$ cat config.mk
export PLATFORM = sky130hd
export DESIGN_NAME = axi4_qos_aw_arbiter
export DESIGN_NICKNAME = d
export VERILOG_FILES = /design/src/rtl/axi4_qos_aw_arbiter.sv
export SDC_FILE = /design/constraint.sdc
export NUM_CORES = 1
export LEC_CHECK = 0
export CAP_MARGIN = 20
export CORE_ASPECT_RATIO = 0.8
export CORE_MARGIN = 2
export CORE_UTILIZATION = 55
export CTS_BUF_LIST = sky130_fd_sc_hd__clkbuf_8
export DETAILED_ROUTE_END_ITERATION = 12
export PLACE_DENSITY = 0.84
export SETUP_SLACK_MARGIN = 0.02
export SYNTH_ARGS = -nofsm -noshare
export SYNTH_HDL_FRONTEND = slang
export SYNTH_SLANG_ARGS = --single-unit
$ cat constraint.sdc
create_clock -name aclk -period 44.5 [get_ports aclk]
set_clock_uncertainty 0.1 [all_clocks]
set_input_delay 6.675 -clock aclk [delete_from_list [all_inputs] [get_ports aclk]]
set_output_delay 6.675 -clock aclk [all_outputs]
set_load 0.05 [all_outputs]
$ cat src/rtl/axi4_qos_aw_arbiter.sv
// AW arbiter for one AXI4 slave port. It grants by QoS, breaks ties round-robin, and locks W routing until WLAST.
// The optional starvation aging is enabled when the AXI4_ARB_AGING_EN macro is defined.
module axi4_qos_aw_arbiter #(
  parameter int NUM_MASTERS = 8,
  parameter int QOS_WIDTH   = 4,
  parameter int IDX_WIDTH   = 3,
  parameter int AGE_WIDTH   = 8,
  parameter int AGE_LIMIT   = 64
) (
  input  logic                             aclk,
  input  logic                             aresetn,
  input  logic [NUM_MASTERS-1:0]           req_valid,
  input  logic [NUM_MASTERS*QOS_WIDTH-1:0] req_qos,
  input  logic                             aw_hs,
  input  logic                             w_last_hs,
  output logic [NUM_MASTERS-1:0]           aw_grant,
  output logic                             aw_grant_vld,
  output logic [NUM_MASTERS-1:0]           w_sel,
  output logic                             w_sel_vld,
  output logic [IDX_WIDTH-1:0]             grant_idx,
  output logic                             busy
);

  typedef enum logic [1:0] {IDLE, ADDR, DATA} state_t;

  if (IDX_WIDTH != $clog2(NUM_MASTERS)) begin : g_idx_width_check
    $error("IDX_WIDTH must equal $clog2(NUM_MASTERS)");
  end
  if (AGE_LIMIT < 1 || AGE_LIMIT > (1 << AGE_WIDTH) - 1) begin : g_age_limit_check
    $error("AGE_LIMIT must be reachable by an AGE_WIDTH saturating counter");
  end

`ifdef AXI4_ARB_AGING_EN
  localparam int PRI_WIDTH = QOS_WIDTH + 1;
  localparam logic [AGE_WIDTH-1:0] AGE_THRESH = AGE_WIDTH'(AGE_LIMIT);
  logic [AGE_WIDTH-1:0] age [NUM_MASTERS];
`else
  localparam int PRI_WIDTH = QOS_WIDTH;
`endif

  state_t               state;
  logic [IDX_WIDTH-1:0] rr_ptr;
  logic [IDX_WIDTH-1:0] rr_next;
  logic [PRI_WIDTH-1:0] eff_pri [NUM_MASTERS];
  logic [IDX_WIDTH-1:0] win_idx;
  logic [IDX_WIDTH-1:0] cand;
  logic [PRI_WIDTH-1:0] win_pri;
  logic                 win_found;
  logic [NUM_MASTERS-1:0] win_onehot;

  // An aged requester gets the extra top bit, so it outranks every unaged QoS value.
  always_comb begin
    for (int i = 0; i < NUM_MASTERS; i++) begin
`ifdef AXI4_ARB_AGING_EN
      eff_pri[i] = {age[i] >= AGE_THRESH, req_qos[i*QOS_WIDTH +: QOS_WIDTH]};
`else
      eff_pri[i] = req_qos[i*QOS_WIDTH +: QOS_WIDTH];
`endif
    end
  end

  // The scan starts at rr_ptr and uses a strict '>' compare, so the first equal-priority index after rr_ptr wins.
  // NOTE: every combinational output gets a default before the loop; otherwise a path that does not assign it infers a latch.
  always_comb begin
    win_idx   = '0;
    win_pri   = '0;
    win_found = 1'b0;
    cand      = '0;
    for (int k = 0; k < NUM_MASTERS; k++) begin
      cand = IDX_WIDTH'((int'(rr_ptr) + k) % NUM_MASTERS);
      if (req_valid[cand] && (!win_found || eff_pri[cand] > win_pri)) begin
        win_idx   = cand;
        win_pri   = eff_pri[cand];
        win_found = 1'b1;
      end
    end
  end

  assign win_onehot = NUM_MASTERS'(1) << win_idx;
  assign rr_next    = (grant_idx == IDX_WIDTH'(NUM_MASTERS - 1)) ? '0 : grant_idx + 1'b1;

  // NOTE: sequential state uses non-blocking assignments so that every flop samples values from before the edge.
  always_ff @(posedge aclk or negedge aresetn) begin
    if (!aresetn) begin
      state        <= IDLE;
      rr_ptr       <= '0;
      aw_grant     <= '0;
      aw_grant_vld <= 1'b0;
      w_sel        <= '0;
      w_sel_vld    <= 1'b0;
      grant_idx    <= '0;
      busy         <= 1'b0;
    end else begin
      case (state)
        IDLE: begin
          if (win_found) begin
            state        <= ADDR;
            aw_grant     <= win_onehot;
            aw_grant_vld <= 1'b1;
            grant_idx    <= win_idx;
            busy         <= 1'b1;
          end
        end
        ADDR: begin
          // A WLAST that arrives together with the AW handshake is dropped. It must be seen again in DATA.
          if (aw_hs) begin
            state        <= DATA;
            aw_grant_vld <= 1'b0;
            w_sel        <= aw_grant;
            w_sel_vld    <= 1'b1;
            rr_ptr       <= rr_next;
          end
        end
        DATA: begin
          if (w_last_hs) begin
            state     <= IDLE;
            aw_grant  <= '0;
            w_sel     <= '0;
            w_sel_vld <= 1'b0;
            busy      <= 1'b0;
          end
        end
        default: begin
          state <= IDLE;
          busy  <= 1'b0;
        end
      endcase
    end
  end

`ifdef AXI4_ARB_AGING_EN
  // Master i's counter holds while it owns the port. It clears when i wins arbitration or drops its request.
  always_ff @(posedge aclk or negedge aresetn) begin
    if (!aresetn) begin
      for (int i = 0; i < NUM_MASTERS; i++) age[i] <= '0;
    end else begin
      for (int i = 0; i < NUM_MASTERS; i++) begin
        if (!req_valid[i] ||
            (state == IDLE && win_found && win_idx == IDX_WIDTH'(i))) begin
          age[i] <= '0;
        end else if (!(state != IDLE && grant_idx == IDX_WIDTH'(i)) && age[i] != '1) begin
          age[i] <= age[i] + 1'b1;
        end
      end
    end
  end
`endif

endmodule

== Word-level counts from Yosys, hierarchy flattened ==
Cells that the tools add are included.

* Add/sub/neg operators: 8
* Order comparisons: 23
* Equality and inequality tests: 6
* Shift operators: 1
* Multiplexer cells: 80
* Bitwise logic cells: 9
* Reductions and logical operators: 32

{| class="wikitable"
|+ Operators by type and width
! kind !! number
|-
| 4-bit binary-select mux with 3-bit select || 8
|-
| 4-bit 2-to-1 mux || 23
|-
| 4-bit >= comparator, second input constant || 8
|-
| 3-bit by 4-bit < comparator with 1-bit output, second input constant || 8
|-
| 3-bit inverter with 4-bit output || 8
|-
| 8-bit one-hot mux with 2 select lines || 2
|-
| 4-bit greater-than comparator || 7
|-
| 3-bit 2-to-1 mux || 9
|-
| 1-bit binary-select mux with 3-bit select || 8
|-
| 8-bit 2-to-1 mux || 3
|-
| 1-bit 2-to-1 mux || 20
|-
| 3-bit AND reduction || 5
|-
| 3-bit adder, second input constant || 4
|-
| 1-bit by 3-bit << shifter with 8-bit output, first input constant || 1
|-
| 1-bit logical AND || 7
|-
| 1-bit zero test || 7
|-
| 1-bit logical OR || 7
|-
| 3-bit by 1-bit adder with 3-bit output, second input constant || 2
|-
| 3-bit by 2-bit adder with 3-bit output, second input constant || 2
|-
| 2-bit 2-to-1 mux || 3
|-
| 2-bit inequality test, second input constant || 3
|-
| 2-bit one-hot mux with 3 select lines || 1
|-
| 2-bit nonzero test || 3
|-
| 1-bit one-hot mux with 2 select lines || 2
|-
| 7 further kinds || 8
|}

* Register bits after elaboration: 27
* Input bits: 44
* Logic and storage cells: 167

== Longest topological paths before layout ==
* Depth in word-level cells: 36
* Depth in mapped cells: 73
* Depth with buffers taken out: 63

== Least setup slack after synthesis ==
OpenSTA, ideal clock, no wires.

* Kind: input -> register
* Start point: input req_valid[7]
* End point: register aw_grant[1]
* Setup time: 0.092 ns
* Data arrival time: 17.845 ns
* Data required time: 44.308 ns
* Path slack: 26.463 ns
* Stages on the path: 58
* Path buffers: 3
* Cell sequence: mux4_2 -> nand3_1 -> o31a_1 -> ha_1 -> nor2b_1 -> or4_1 -> a31oi_1 -> or3_1 -> nand2_1 -> ha_1 -> nor2b_1 -> o21ai_0 -> a32o_1 -> a31o_1 -> clkbuf_1 -> a31oi_1 -> ha_1 -> nor2b_1 -> (+22 left out) -> ha_1 -> nor2b_1 -> o21a_1 -> o21a_1 -> o211ai_1 -> o31ai_2 -> buf_4 -> mux2i_1 -> ha_1 -> nor2b_1 -> o21a_1 -> o21a_1 -> o21ai_0 -> o32ai_4 -> a31o_4 -> o21a_1 -> or3b_4 -> o31ai_2

* Longest elaborated chain between the ends: 34
* Elaborated cells between the ends (all ways): 72

{| class="wikitable"
|+ Ends and longest elaborated chain
! element !! line !! RTL
|-
| from (decl) || 12 || <nowiki>input logic [NUM_MASTERS-1:0] req_valid,</nowiki>
|-
| 1-bit binary-select mux with 3-bit select || 71 || <nowiki>if (req_valid[cand] && (!win_found || eff_pri[cand] > win_pri)) begin</nowiki>
|-
| 1-bit 2-to-1 mux (not written as such) || 71 ||
|-
| 4-bit 2-to-1 mux or 1-bit 2-to-1 mux (tied branches) || 71 ||
|-
| 4-bit greater-than comparator or 1-bit zero test (tied branches) || 71 ||
|-
| 1-bit logical OR || 71 ||
|-
| 1-bit logical AND || 71 ||
|-
| 4-bit 2-to-1 mux or 1-bit 2-to-1 mux (tied branches) || 71 ||
|-
| 4-bit greater-than comparator or 1-bit zero test (tied branches) || 71 ||
|-
| (+18 left out) || - ||
|-
| 4-bit 2-to-1 mux or 1-bit 2-to-1 mux (tied branches) || 71 ||
|-
| 4-bit greater-than comparator or 1-bit zero test (tied branches) || 71 ||
|-
| 1-bit logical OR || 71 ||
|-
| 1-bit logical AND || 71 ||
|-
| 3-bit 2-to-1 mux || 71 ||
|-
| 1-bit by 3-bit << shifter with 8-bit output || 79 || <nowiki>assign win_onehot = NUM_MASTERS'(1) << win_idx;</nowiki>
|-
| 8-bit 2-to-1 mux || 96 || <nowiki>if (win_found) begin</nowiki>
|-
| 8-bit one-hot mux with 2 select lines || 94 || <nowiki>case (state)</nowiki>
|-
| to (signal assigned) || 98 || <nowiki>aw_grant <= win_onehot;</nowiki>
|-
| to (decl) || 16 || <nowiki>output logic [NUM_MASTERS-1:0] aw_grant,</nowiki>
|}

Several ways; a longest one is shown, not always the timed one. The select of a mux whose other input is x is not followed.
A chain may end at the register's enable or synchronous reset.

== Worst setup path in the final report ==
* Start point: input req_valid[1]
* End point: register aw_grant[7]

Same word-level chain as after synthesis.

==> results.py <==
metrics = {
    "timing": {
        "worstMarginPinSlew_ps": 1054,
        "rsz0062_at_grt": "no",
        "fin_crit_sh_pct": 45.35,
        "maxSlewViolCount": 0,
        "clock.fmax_mhz": 49.55,
        "tns_ps": 0,
        "finalSetupViolCount": 0,
        "period_needed_ps": 20180,
        "hold_viol": 0,
        "relSlewSlack_pct": 29.46,
    },
    "route": {
        "antenna_left": 0,
        "wl_um": 12270,
        "drtPass1Iterations": 5,
        "num_vias": 4155,
        "drtIter0Drc": 295,
        "via_per_inst": 6.595,
        "drc": 0,
        "wire_per_inst_um": 19.47,
    },
    "clock_network": {
        "cts.hold.buffers_added": 0,
        "cts_buffers": 3,
        "clockBufferDepth": 2,
        "cts-root-buf": "clkbuf_8",
        "clk_pin_slew_ps": 90,
        "post-cts-setup-buffers": 0,
        "htreeDepth": 1,
        "cts_tree": "yes",
        "insertion_delay_ps": 270,
        "post_cts_resized": 0,
        "clkSinkCount": 27,
    },
    "yosys": {
        "synth_mux_area_share_pct": 31.45,
        "synth_xor_area_share_pct": 0.9939,
        "synth_nets": 548,
        "synth_fa_ha_area_share_pct": 9.354,
        "synthArstFlopShare_pct": 100.0,
        "synth-seq-area-share_pct": 15.78,
        "syn_area_mm2": 0.004280,
        "ys_types": 68,
        "synth_top_family_by_area": "multiplexers",
        "ys.warnings.count": 0,
        "avgSynthCellArea_um2": 9.069,
        "yosys.area_share.simple_pct": 14.38,
        "synth-compound-area-share_pct": 23.76,
        "ys.flop_type": "dfrtp_1",
        "synth_edf_count": 0,
        "netlist_instances": 472,
        "ys_ff_latch": 27,
    },
    "final_layout": {
        "antenna_cells": 0,
        "drive_gt1_share_pct": 17.52,
        "nFillCells": 613,
        "area_delta_synth_final_pct": 18.06,
        "nNetsFinal": 602,
    },
    "worst_setup_path": {
        "path_class": "in2reg",
        "endpoint": "aw_grant[7]",
        "cp-start-kind": "primary input",
        "crit_path_end_kind": "flip-flop",
        "critPathLaunch": "req_valid[1]",
        "crit_fanout": 12,
        "critical_path_depth": 58,
        "cp_top_family": "compound AO/OA/AOI/OAI gates",
        "slowest_stage": "a21oi_1",
        "r2r_slack_ps": 29250,
        "crit_buf_inv": 3,
        "worstPathRequired_ps": 44580,
        "r2r-start": "rr_ptr[1]",
        "ff2ff_path_depth": 60,
        "arrival_ps": 20260,
        "path_common_cell": "o21a_1",
        "max_stage_delay_ps": 680,
        "r2r_end": "aw_grant[7]",
    },
    "die": {
        "initial_core_util_pct": 57.36,
        "die_h_um": 82.91,
        "coreArea_mm2": 0.007462,
        "die_w_um": 102.6,
        "ioPinCount": 66,
        "dieArea_mm2": 0.008509,
        "num_rows": 28,
    },
    "global_routing": {
        "grt_pass1_wl_um": 19930,
        "gr-total-overflow": 0,
        "grt_use_met2_pct": 46.41,
        "track_usage_pct": 29.02,
        "grt_pass1_vias": 3971,
        "grt_start_max_net_pins": 61,
        "use_met1_pct": 42.42,
        "grt_antenna_before_repair": 0,
        "grt_util_met3_pct": 3.451,
        "busiest_layer": "met2",
    },
    "placement": {
        "io_buffers": 65,
        "dp_hpwl_um": 9934,
        "place_congestion": 1.053,
    },
    "status": {
        "outcome": "completed",
    },
    "min_path": {
        "hp-class": "reg2reg",
    },
    "job": {
        "maxCapViolCount": 0,
    },
}
[cell usage after synthesis (2+ instances only)]
master / number / area [µm²]
nand2_1: 64 / 240.2
mux2i_1: 33 / 330.3
ha_1: 32 / 400.4
mux2_2: 30 / 337.8
o21ai_0: 29 / 145.1
mux4_2: 28 / 630.6
dfrtp_1: 27 / 675.7
nor2_1: 22 / 82.58
inv_1: 20 / 75.07
o21a_1: 19 / 142.6
a21oi_1: 17 / 85.08
clkbuf_1: 10 / 37.54
a22o_1: 9 / 78.83
a31oi_1: 9 / 56.30
nor2b_1: 9 / 56.30
buf_2: 8 / 40.04
o21ai_1: 8 / 40.04
and2_1: 6 / 37.54
nand3_1: 5 / 25.02
nand4_1: 5 / 31.28
o31ai_1: 5 / 37.54
o31ai_2: 5 / 62.56
or3_1: 5 / 31.28
a211oi_1: 4 / 30.03
nor3_1: 4 / 20.02
a22oi_1: 3 / 22.52
mux2_1: 3 / 33.78
o211ai_1: 3 / 22.52
a21o_1: 2 / 15.01
a311oi_1: 2 / 17.52
a31o_1: 2 / 17.52
a31o_2: 2 / 17.52
buf_1: 2 / 7.510
nand2b_1: 2 / 12.51
o21ai_2: 2 / 17.52
o31a_1: 2 / 17.52
or3b_4: 2 / 22.52
xor2_1: 2 / 17.52
[state kept, by name, summed over array words and instances, names as in the netlist]
signal / flops
aw_grant: 8
w_sel: 8
grant_idx: 3
rr_ptr: 3
state: 2
aw_grant_vld: 1
busy: 1
w_sel_vld: 1
[metrics by stage]
stage / instances / cell area (µm²) / utilization, % / setup WS, ps / hold slack (ps)
floorplan: 472 / 4280 / - / 26460 / 533.3
global placement: 626 / 5005 / 67.07 / 24890 / 384.4
detailed placement: 626 / 5005 / 67.07 / 24340 / 386.0
CTS: 630 / 5054 / 67.72 / 24530 / 410.0
global route: 630 / 5054 / 67.72 / 23530 / 434.0
finish: 630 / 5054 / 67.72 / 24320 / 409.2
[worst min path at each step]
stage                   from  endpoint  slack, ps  cells past startpoint
floorplan           state[1]  state[0]        530                      2
global placement    w_sel[4]  w_sel[4]        380                      1
detailed placement  w_sel[7]  w_sel[7]        390                      1
CTS                 w_sel[7]  w_sel[7]        410                      1
global route        w_sel[7]  w_sel[7]        430                      1
finish              w_sel[7]  w_sel[7]        410                      1
[per-layer routing]
metal | part of all wire, % | routed length, µm | vias up
li1 | - | - | 1931
met1 | 45 | 5477 | 2014
met2 | 46 | 5700 | 186
met3 | 7.6 | 932 | 24
met4 | 1.3 | 155 | 0
met5 | 0 | 0 | -
[cell families (layout without fill, tap and decap cells)]
kind of cell / after synthesis / in the layout
compound gates: 140 / 140
simple gates: 131 / 131
mux: 95 / 95
buf+inv: 43 / 96
fa+ha+maj: 32 / 32
flops: 27 / 27
xor+xnor: 4 / 4
[layout by cell type (no fill, tap or decap), types with 6 or more instances in the layout]
cell	synthesis	layout
a21oi_1	17	17
a22o_1	9	9
a31oi_1	9	9
and2_1	6	6
buf_4	1	6
clkdlybuf4s50_1	0	65
dfrtp_1	27	26
ha_1	32	32
inv_1	20	20
mux2_2	30	30
mux2i_1	33	33
mux4_2	28	28
nand2_1	64	64
nor2_1	22	22
nor2b_1	9	9
o21a_1	19	19
o21ai_0	29	29
o21ai_1	8	8
[area by class of cell]
class                           instances  area, µm²  share of cell area (%)
Inverter                               21      78.83                   1.560
Sequential cell                        27      676.9                   13.39
Multi-Input combinational cell        402       3422                   67.71
Clock buffer                            3      41.29                  0.8170
Timing Repair Buffer                   71      695.7                   13.77
Clock inverter                          1      7.507                  0.1486
Tap cell                              105      131.4                   2.600
Power is not shown: default switching activity piles up to over one toggle a cycle in this logic, so the estimate is an artifact.
